==> src/rtl/mem_port_arbiter.sv <==
// Arbitrates one fixed-latency memory port between instruction fetch and data load/store.
// Optional stall counters are built when MEM_ARB_PERF_CNT_EN is defined.
module mem_port_arbiter #(
    parameter int unsigned MEM_LAT      = 2,
    parameter int unsigned MAX_D_STREAK = 4
) (
    input  logic        clk,
    input  logic        rst,
    input  logic        if_req,
    input  logic [15:0] if_addr,
    input  logic        if_flush,
    input  logic        hlt,
    output logic        if_valid,
    output logic [15:0] if_rdata,
    input  logic        d_req,
    input  logic        d_wr,
    input  logic [15:0] d_addr,
    input  logic [15:0] d_wdata,
    output logic        d_valid,
    output logic [15:0] d_rdata,
    output logic        mem_en,
    output logic        mem_wr,
    output logic [15:0] mem_addr,
    output logic [15:0] mem_wdata,
    input  logic [15:0] mem_rdata
`ifdef MEM_ARB_PERF_CNT_EN
    ,
    output logic [31:0] perf_if_stall,
    output logic [31:0] perf_d_stall
`endif
);

    localparam int unsigned CNT_W    = (MEM_LAT > 1) ? $clog2(MEM_LAT) : 1;
    localparam int unsigned STREAK_W = $clog2(MAX_D_STREAK + 1);
    localparam logic [CNT_W-1:0]    WAIT_LAST  = CNT_W'(MEM_LAT - 1);
    localparam logic [STREAK_W-1:0] STREAK_MAX = STREAK_W'(MAX_D_STREAK);

    typedef enum logic [1:0] {
        S_IDLE  = 2'd0,
        S_ISSUE = 2'd1,
        S_WAIT  = 2'd2
    } state_t;

    state_t              state_q,  state_n;
    logic                own_d_q,  own_d_n;
    logic                cancel_q, cancel_n;
    logic [CNT_W-1:0]    cnt_q,    cnt_n;
    logic [STREAK_W-1:0] streak_q, streak_n;
    logic                mem_en_n, mem_wr_n;
    logic [15:0]         mem_addr_n, mem_wdata_n;

    logic if_elig;
    logic d_win;
    logic last_wait;

    assign if_elig   = if_req & ~if_flush & ~hlt;
    assign d_win     = d_req & ~(if_elig & (streak_q == STREAK_MAX));
    assign last_wait = (state_q == S_WAIT) && (cnt_q == WAIT_LAST);

    // Next-state, grant and memory command decode
    always_comb begin
        state_n     = state_q;
        own_d_n     = own_d_q;
        cancel_n    = cancel_q;
        cnt_n       = cnt_q;
        streak_n    = streak_q;
        mem_en_n    = 1'b0;
        mem_wr_n    = 1'b0;
        mem_addr_n  = mem_addr;
        mem_wdata_n = mem_wdata;

        case (state_q)
            S_IDLE: begin
                cancel_n = 1'b0;
                cnt_n    = '0;
                if (d_win) begin
                    state_n     = S_ISSUE;
                    own_d_n     = 1'b1;
                    mem_en_n    = 1'b1;
                    mem_wr_n    = d_wr;
                    mem_addr_n  = d_addr;
                    mem_wdata_n = d_wdata;
                    // The streak only measures how long a waiting fetch has been passed over
                    if (!if_req) begin
                        streak_n = '0;
                    end else if (streak_q != STREAK_MAX) begin
                        streak_n = streak_q + STREAK_W'(1);
                    end
                end else if (if_elig) begin
                    state_n    = S_ISSUE;
                    own_d_n    = 1'b0;
                    mem_en_n   = 1'b1;
                    mem_addr_n = if_addr;
                    streak_n   = '0;
                end else if (!if_req) begin
                    streak_n = '0;
                end
            end
            S_ISSUE: begin
                state_n = S_WAIT;
                cnt_n   = '0;
            end
            S_WAIT: begin
                if (last_wait) begin
                    state_n = S_IDLE;
                end else begin
                    cnt_n = cnt_q + CNT_W'(1);
                end
            end
            default: begin
                state_n = S_IDLE;
            end
        endcase

        // A flushed fetch still occupies the memory but must not report data
        if (!own_d_q && (state_q != S_IDLE) && if_flush) begin
            cancel_n = 1'b1;
        end
    end

    always_ff @(posedge clk) begin
        if (rst) begin
            state_q   <= S_IDLE;
            own_d_q   <= 1'b0;
            cancel_q  <= 1'b0;
            cnt_q     <= '0;
            streak_q  <= '0;
            mem_en    <= 1'b0;
            mem_wr    <= 1'b0;
            mem_addr  <= '0;
            mem_wdata <= '0;
        end else begin
            state_q   <= state_n;
            own_d_q   <= own_d_n;
            cancel_q  <= cancel_n;
            cnt_q     <= cnt_n;
            streak_q  <= streak_n;
            mem_en    <= mem_en_n;
            mem_wr    <= mem_wr_n;
            mem_addr  <= mem_addr_n;
            mem_wdata <= mem_wdata_n;
        end
    end

    // Completion pulses pass memory data straight through in the final wait cycle
    always_comb begin
        if_valid = last_wait & ~own_d_q & ~cancel_q & ~if_flush & ~rst;
        d_valid  = last_wait & own_d_q & ~rst;
        if_rdata = if_valid ? mem_rdata : 16'h0000;
        d_rdata  = d_valid  ? mem_rdata : 16'h0000;
    end

`ifdef MEM_ARB_PERF_CNT_EN
    // Saturating per-port stall counters
    always_ff @(posedge clk) begin
        if (rst) begin
            perf_if_stall <= '0;
            perf_d_stall  <= '0;
        end else begin
            if (if_req && !if_valid && (perf_if_stall != 32'hFFFF_FFFF)) begin
                perf_if_stall <= perf_if_stall + 32'd1;
            end
            if (d_req && !d_valid && (perf_d_stall != 32'hFFFF_FFFF)) begin
                perf_d_stall <= perf_d_stall + 32'd1;
            end
        end
    end
`endif

endmodule

==> config.mk <==
export PLATFORM = sky130hd
export DESIGN_NAME = mem_port_arbiter
export DESIGN_NICKNAME = d
export VERILOG_FILES = /design/src/rtl/mem_port_arbiter.sv
export SDC_FILE = /design/constraint.sdc
export NUM_CORES = 1
export LEC_CHECK = 0
export CORE_ASPECT_RATIO = 1.25
export CORE_UTILIZATION = 25
export DETAILED_ROUTE_END_ITERATION = 16
export GPL_ROUTABILITY_DRIVEN = 0
export PLACE_DENSITY_LB_ADDON = 0.25
export SYNTH_ARGS = -nofsm -noshare
export SYNTH_HDL_FRONTEND = slang
export SYNTH_SLANG_ARGS = --single-unit
==> constraint.sdc <==
create_clock -name clk -period 4.9 [get_ports clk]
set_input_delay 1.47 -clock clk [delete_from_list [all_inputs] [get_ports clk]]
set_output_delay 1.47 -clock clk [all_outputs]
set_load 0.05 [all_outputs]
After elaboration in Yosys (flattened, before gate mapping) --
Index checks and enable logic that the tools add are counted.
Word-level totals: memory bits (writable) 0, memories 0, bits in latches 0, flip-flop bits (word level) 42, output and inout port bits 68, logic and storage cells 76, ROM bits 0
Operators by class: $add $sub $neg 2, reduce and logical (&&, ||, !) cells 17, equality and inequality tests 9, div/mod/pow operators 0, multiply operators 0, $lt $le $gt $ge 0, shifts and indexed selects 0, mux-type cells 21, bitwise operators 18
Operator list (count):
- $mux W16 | 4
- $mux W3 | 5
- $and A1 B1 Y1 | 10
- $not A1 Y1 | 8
- $reduce_and A2 Y1 | 4
- $reduce_bool A2 Y1 | 4
- $mux W1 | 7
- $mux W2 | 3
- $ne A3 B3 Y1 const B | 2
- $pmux W2 S3 | 1
- $ne A2 B2 Y1 const B | 2
- $reduce_or A2 Y1 | 2
- $add A3 B1 Y3 const B | 1
- $eq A3 B3 Y1 const B | 1
- $logic_and A1 B1 Y1 | 3
- $ne A3 B1 Y1 const B | 1
- $ne A3 B2 Y1 const B | 1
- $reduce_and A3 Y1 | 1
- $reduce_or A3 Y1 | 1
- $eq A2 B1 Y1 const B | 1
- $eq A2 B2 Y1 const B | 1
- $logic_not A2 Y1 | 1
- $pmux W1 S2 | 1
- $add A1 B1 Y1 const B | 1
- $logic_not A1 Y1 | 1

Depth between registers and ports, before layout --
Gate-level depths: netlist of run 1.
depth after elaboration 8, mapped depth 8, depth with buffers taken out 6

Worst setup path before layout of run 1 --
OpenSTA, ideal clock, no wires.
path kind in2out, start point input port rst, end point output port if_rdata[10], stages 5, setup slack 454 ps, path buffers 2, arrival time 2976 ps, cells stage by stage clkbuf_2 -> and4bb_2 -> nor4b_4 -> buf_4 -> and2_1
On the way: cells in the longest elaborated chain, start to end 3
Ends and longest elaborated chain:
- start, declared | line 8 | input logic rst,
- $not A1 Y1 | line 147 | if_valid = last_wait & ~own_d_q & ~cancel_q & ~if_flush & ~rst;
- $and A1 B1 Y1 | line 147
- net if_valid | line 13 | output logic if_valid,
- $mux W16 | line 149 | if_rdata = if_valid ? mem_rdata : 16'h0000;
- end, declared | line 14 | output logic [15:0] if_rdata,
The timed path passes the listed nets, and every way through them passes these cells.

Final worst setup path of run 1 --
start point input port rst, end point output port if_rdata[1]
On the way: cells in the longest elaborated chain, start to end 3
Ends and longest elaborated chain (line):
- $not A1 Y1 | 147
- $and A1 B1 Y1 | 147
- $mux W16 | 149
Every way passes these cells.

==> results by group, run 1 <==
Setup path
  – Startpoint Class: input port
  – Worst-path fanout max: 17
  – Crit Path Category: input port to primary output
  – Critical Path AT: 2.96 ns
  – Crit end category: primary output
  – Worst path required time: 3.43 ns

Synth
  – Top-count cell post-synth: dfxtp_1
  – Synth top area share: 41.8%
  – Post-synth EDFFs: 0
  – Sequential-to-total area share from yosys stat: 41.8%
  – Number of warnings issued by yosys: 0
  – Ranking of synthesized cells by area: dfxtp_1 (42%), mux2i_1 (8.5%), nor2_1 (7.1%)
  – Synth area leader: dfxtp_1
  – Yosys cell types: 35
  – FFs w/ async S/R, synth: 0%
  – Syn Inst Count: 230
  – Net Count, Synth: 303
  – Post-synth top cells: dfxtp_1 (42), nor2_1 (38), a21oi_1 (21)
  – Synth Cell Area: roughly 2000 µm²
  – Register bit total from synthesis: 42
  – Leading register cell type out of synthesis: dfxtp_1
  – Avg Cell Area, Syn: 8.74 µm²

Global route
  – Vias in the first global route: 1,926
  – Tot GR Track Use: 14.4%
  – Largest net degree at the start of global routing: 43
  – Total grt overflow: 0
  – Initial antenna violation count: 0
  – First-pass GRT wire length: 9310 µm

Final layout
  – Final nets: 437
  – Fraction of layout cells with a size suffix above 1: 14.8%
  – Diode count: 0
  – Cell Count, Final, Fillers Out: 460
  – Layout area overhead: 94.0%

Floorplanning
  – I/O pin total: 139
  – FP Rows: 36
  – Die Y: just over 100 µm
  – Horiz. Die Dim: 82.2 µm
  – Die ar.: 8410 µm²
  – Initial core utilization: 25.8%
  – CORE AREA: a little under 8000 µm²

Power
  – Pleak: 0.00156 µW
  – Power consumption: 957 µW
  – VDD IR-drop max: 0.000169 V
  – Power Density: around 250 nW/µm²

Place
  – Place WS: 0.462 ns
  – Dpl cells: 452
  – Final HPWL DP: about 4500 µm
  – PortBufs: 138

Run status
  – Status: completed

Detailed routing
  – DR vias: 2,095
  – DRT Wirelength: 5930 µm
  – Drt pass-1 iters: 4
  – Final ANT Viol Nets: 0
  – Initial detailed-routing violation count: 77
  – Routed len/inst: between 10 and 15 µm
  – Drt drc: 0
  – Vias/cell: 4.55

Flow run
  – Max cap viols: 0

Timing
  – Clock Skew: about 0.0052 ns
  – Post-layout minimum cycle time: 4.43 ns
  – RSZ-0062 raised after global routing: no
  – Fin crit share: 90.4%
  – Hold_ws: roughly 0.48 ns
  – Fmax: 226 MHz
  – Worst setup margin: around 0.47 ns
  – Fin. Hold Viols: 0
  – Setup_tns: 0 ns
  – Setup violations, final: 0
  – Slew margin rel.: 42.0%
  – Slew Limit Fails: 0
  – Slew @ Worst Pin: 0.871 ns

CTS
  – CTS Buf Count: 5
  – Root buffer cell: clkbuf_8
  – CTS sink count: 42
  – H-Tree Depth: 2
  – PostCTS Resize Cnt: 0
  – CTS tree: built
  – CTS Buffer Depth: 2
  – Worst-path clk slew: roughly 0.08 ns
  – Post-CTS Setup Inserts: 0
  – Clock Latency Late Sink: 0.29 ns
  – Hold buffers post-CTS: 0

Min path
  – Min-delay worst type: register to register
-- through the flow --
stage	utilization [%]	area (µm²)
after floorplan	-	2010
after global placement	48.7	3790
after detailed placement	48.7	3790
after CTS	50.1	3900
after global routing	50.1	3900
final	50.1	3900
-- registers in the layout (all words and copies together), names as in the netlist --
name	count
mem_addr	16
mem_en	1
state_q	2
own_d_q	1
cnt_q	1
streak_q	3
cancel_q	1
mem_wr	1
mem_wdata	16
-- cells in the final DEF, fill, tap and decap left out, types with 2 or more instances in the layout --
cell and count:
buf_12 34, clkdlybuf4s50_1 104, clkbuf_8 5, nor2_1 38
and3_1 16, a21oi_1 21, dfxtp_1 42, inv_1 4
a211oi_1 17, o21ai_2 2, nand2_1 19, ha_1 2
nor3_1 2, mux2i_1 17, and2_1 17, buf_4 4
-- cell families (layout without fill, tap and decap cells) --
kind of cell	after synthesis	count (layout)	share of synthesized area, %
fa+ha+maj	2	2	1.24
simple gates	103	103	27.6
flops	42	42	41.8
mux	17	17	8.46
buf+inv	19	154	5.23
compound gates	47	47	15.6
-- layout make-up --
type | instances | area [µm²]
inverter | 4 | 15.0
sequential | 42 | 841
multi-input combinational | 169 | 1060
timing repair buffer | 142 | 1750
fill | 712 | 3890
tap | 95 | 119
clock inverter | 2 | 37.5
clock buffer | 6 | 72.6
-- power by group --
group	switching (µW)	internal, µW	total, µW
Sequential	19.5	370	390
Combinational	168	129	297
Clock	118	152	270
Total	305	652	957
-- worst max-delay path, cell delays in order --
cell	delay, ns
clkdlybuf4s50_1	0.42
and4bb_2	0.32
nor4b_4	0.18
buf_4	0.23
and2_1	0.19
buf_12	0.15
-- path summary, 6_finish.rpt --
| kind | start | end | slack (ns) | depth (start not counted) |
|---|---|---|---|---|
| hold / removal | streak_q[0]$_SDFFE_PP0P_ | streak_q[0]$_SDFFE_PP0P_ | 0.48 | 2 |
| setup / recovery | rst | if_rdata[1] | 0.47 | 6 |
| setup reg to reg | streak_q[0]$_SDFFE_PP0P_ | mem_wdata[13]$_SDFFE_PP0P_ | 2.89 | 6 |
| hold reg to reg | streak_q[0]$_SDFFE_PP0P_ | streak_q[0]$_SDFFE_PP0P_ | 0.48 | 2 |
-- routing by layer --
metal | track usage [%] | wire length (µm) | up-vias
li1 | - | - | 1069
met1 | 16.0 | 2360 | 927
met2 | 25.0 | 2940 | 91
met3 | 4.20 | 523 | 8
met4 | 6.48 | 112 | 0
met5 | 0 | 0 | -
Note: power is estimated with default switching activity, not from simulation.
==> inputs of run 2 (changes only) <==
CORE_ASPECT_RATIO = 0.7   (was 1.25)
==> run 2 against run 1 <==
Clock power increased by 39%; register-to-register slack about the same; sequential power hardly changed; sequential cell count is the same; fmax is 0.59% lower; sequential share of layout area decreased by 0.35 points; cell area is 1.6% higher; clock skew hardly changed.
==> results by group, run 2 (synthesis gave the netlist of run 1 again) <==
Place
  – Final HPWL DP: 4580 µm (was 4460 µm)
  – PortBufs: 138 (unchanged)

Detailed routing
  – Uppermost layer routed: met4 (unchanged)
  – Vias/cell: 4.56 (was 4.55)
  – Drt drc: 0 (unchanged)
  – Final ANT Viol Nets: 0 (unchanged)
  – Routed wl met3: 736 µm (was 523 µm)
  – DR vias: 2,112 (was 2,095)
  – Initial detailed-routing violation count: 70 (was 77)
  – Routed met1 length: 2650 µm (was 2360 µm)
  – Routed len/inst: 13.2 µm (was 12.9 µm)
  – WL met2: 2660 µm (was 2940 µm)
  – DRT Wirelength: 6090 µm (was 5930 µm)
  – Drt pass-1 iters: 4 (unchanged)

Setup path
  – Worst path slowest cell: clkdlybuf4s50_1 (unchanged)
  – Worst-path fanout max: 17 (unchanged)
  – Crit-path cells: clkdlybuf4s50_1 > and4bb_2 > nor4b_4 > buf_4 > and2_1 > buf_12 (unchanged)
  – Delay-heaviest family, CP: buffers and inverters (unchanged)
  – R2R setup slack: 2.88 ns (was 2.89 ns)
  – Crit Path Category: input port to primary output (unchanged)
  – Critical Path AT: 2.99 ns (was 2.96 ns)
  – Crit path buffers/inverters: 3 (unchanged)
  – Worst path required time: 3.43 ns (about the same)
  – Crit end category: primary output (unchanged)
  – Worst path max stage delay: 0.43 ns (was 0.42 ns)
  – Worst R2R Start: streak_q[0]$_SDFFE_PP0P_ (unchanged)
  – Startpoint Class: input port (unchanged)
  – Reg-to-reg endpoint: mem_wdata[0]$_SDFFE_PP0P_ (was mem_wdata[13]$_SDFFE_PP0P_)
  – R2r worst-path depth: 6 (unchanged)

Floorplanning
  – I/O pin total: 139 (unchanged)
  – CORE AREA: 7550 µm² (was 7790 µm²)
  – FP Rows: 26 (was 36)
  – Die Y: 77.0 µm (was 102 µm)
  – Horiz. Die Dim: 109 µm (was 82.2 µm)
  – Die ar.: 8410 µm² (about the same)
  – Initial core utilization: 26.6% (was 25.8%)

Global route
  – Largest net degree at the start of global routing: 43 (unchanged)
  – Initial antenna violation count: 0 (unchanged)
  – First-pass GRT wire length: 9750 µm (was 9310 µm)
  – Tot GR Track Use: 14.5% (was 14.4%)
  – Vias in the first global route: 2,083 (was 1,926)
  – Total grt overflow: 0 (unchanged)

Timing
  – Slew margin rel.: 40.4% (was 42.0%)
  – Clock Skew: 0.00527 ns (was 0.00522 ns)
  – Setup_tns: 0 ns (unchanged)
  – Fin. Hold Viols: 0 (unchanged)
  – RSZ-0062 raised after global routing: no (unchanged)
  – Post-layout minimum cycle time: 4.46 ns (was 4.43 ns)
  – Setup violations, final: 0 (unchanged)
  – Slew @ Worst Pin: 0.894 ns (was 0.871 ns)
  – Slew Limit Fails: 0 (unchanged)
  – Fin crit share: 91.0% (was 90.4%)
  – Fmax: 224 MHz (was 226 MHz)

Min path
  – Hold path endpoint: streak_q[0]$_SDFFE_PP0P_ (unchanged)
  – Hold Path Stages: 2 (unchanged)
  – Worst hold start: streak_q[0]$_SDFFE_PP0P_ (unchanged)
  – Min-delay worst type: register to register (unchanged)

CTS
  – Hold buffers post-CTS: 0 (unchanged)
  – PostCTS Resize Cnt: 0 (unchanged)
  – Worst-path clk slew: 0.06 ns (was 0.08 ns)
  – CTS Buf Count: 5 (unchanged)
  – Root buffer cell: clkbuf_16 (was clkbuf_8)
  – CTS Buffer Depth: 2 (unchanged)
  – Post-CTS Setup Inserts: 0 (unchanged)
  – Clock Latency Late Sink: 0.28 ns (was 0.29 ns)
  – CTS tree: built (unchanged)
  – CTS sink count: 42 (unchanged)
  – H-Tree Depth: 2 (unchanged)

Final layout
  – Fraction of layout cells with a size suffix above 1: 15.1% (was 14.8%)
  – Largest regs: mem_addr x16, mem_wdata x16, streak_q x3 (unchanged)
  – Commonest non-fill, non-tap cells in the layout: clkdlybuf4s50_1 (104), dfxtp_1 (42), nor2_1 (38) (unchanged)
  – Layout area overhead: 97.2% (was 94.0%)
  – Final nets: 437 (unchanged)
  – Commonest non-fill, non-tap cell in the layout: clkdlybuf4s50_1 (unchanged)
  – Diode count: 0 (unchanged)

Power
  – Power consumption: 1060 µW (was 957 µW)
  – VDD IR-drop max: 0.000136 V (was 0.000169 V)
  – Power Density: 268 nW/µm² (was 245 nW/µm²)
  – Pleak: 0.00159 µW (was 0.00156 µW)

Flow run
  – Max cap viols: 0 (unchanged)

Run status
  – Status: completed (unchanged)
-- run 2: layer usage --
layer  up-vias  global-route usage [%]
li1       1063                       -
met1       948                    16.3
met2        97                    24.8
met3         4                    6.04
met4         0                    4.00
met5         -                       0
-- run 2: worst min-delay path, delay by kind of cell (launching register included) --
kind	cells	cell delay, ns
AO/OA/AOI/OAI	1	0.05
flip-flops	1	0.32
AND/OR/NAND/NOR	1	0.06
-- run 2: final cells by class --
cell class                 count  area, µm²
clock buffer                   5        125
tap                           98        123
sequential                    42        841
inverter                       4       15.0
clock inverter                 3       45.0
timing repair buffer         142       1750
multi-input combinational    169       1060
fill                         714       3580
-- run 2: how the worst max path moves through the flow --
stage / start / cells after the start / endpoint / slack [ns]
3_5_place_dp: rst / 6 / if_rdata[12] / 0.40
4_1_cts: rst / 6 / if_rdata[12] / 0.41
6_report: rst / 6 / if_rdata[14] / 0.44
5_1_grt: rst / 6 / if_rdata[5] / 0.32
3_3_place_gp: rst / 6 / if_rdata[10] / 0.45
2_1_floorplan: rst / 5 / if_rdata[10] / 0.45
-- run 2: metrics by stage --
step | cells | hold WS (ns) | setup slack (ns) | util [%] | cell area [µm²]
4_1_cts | 463 | 0.481 | 0.409 | 52.5 | 3970
5_1_grt | 463 | 0.517 | 0.318 | 52.5 | 3970
2_1_floorplan | 230 | 0.449 | 0.454 | - | 2010
3_3_place_gp | 455 | 0.459 | 0.449 | 50.3 | 3790
3_5_place_dp | 455 | 0.472 | 0.404 | 50.3 | 3790
6_report | 463 | 0.478 | 0.443 | 52.5 | 3970
-- run 2: where the power goes --
| part | leakage (µW) | internal (µW) | switching [µW] |
|---|---|---|---|
| clock network | 0.0000760 | 240 | 133 |
| registers | 0.000346 | 371 | 18.8 |
| logic | 0.00117 | 130 | 169 |
| total | 0.00159 | 741 | 322 |
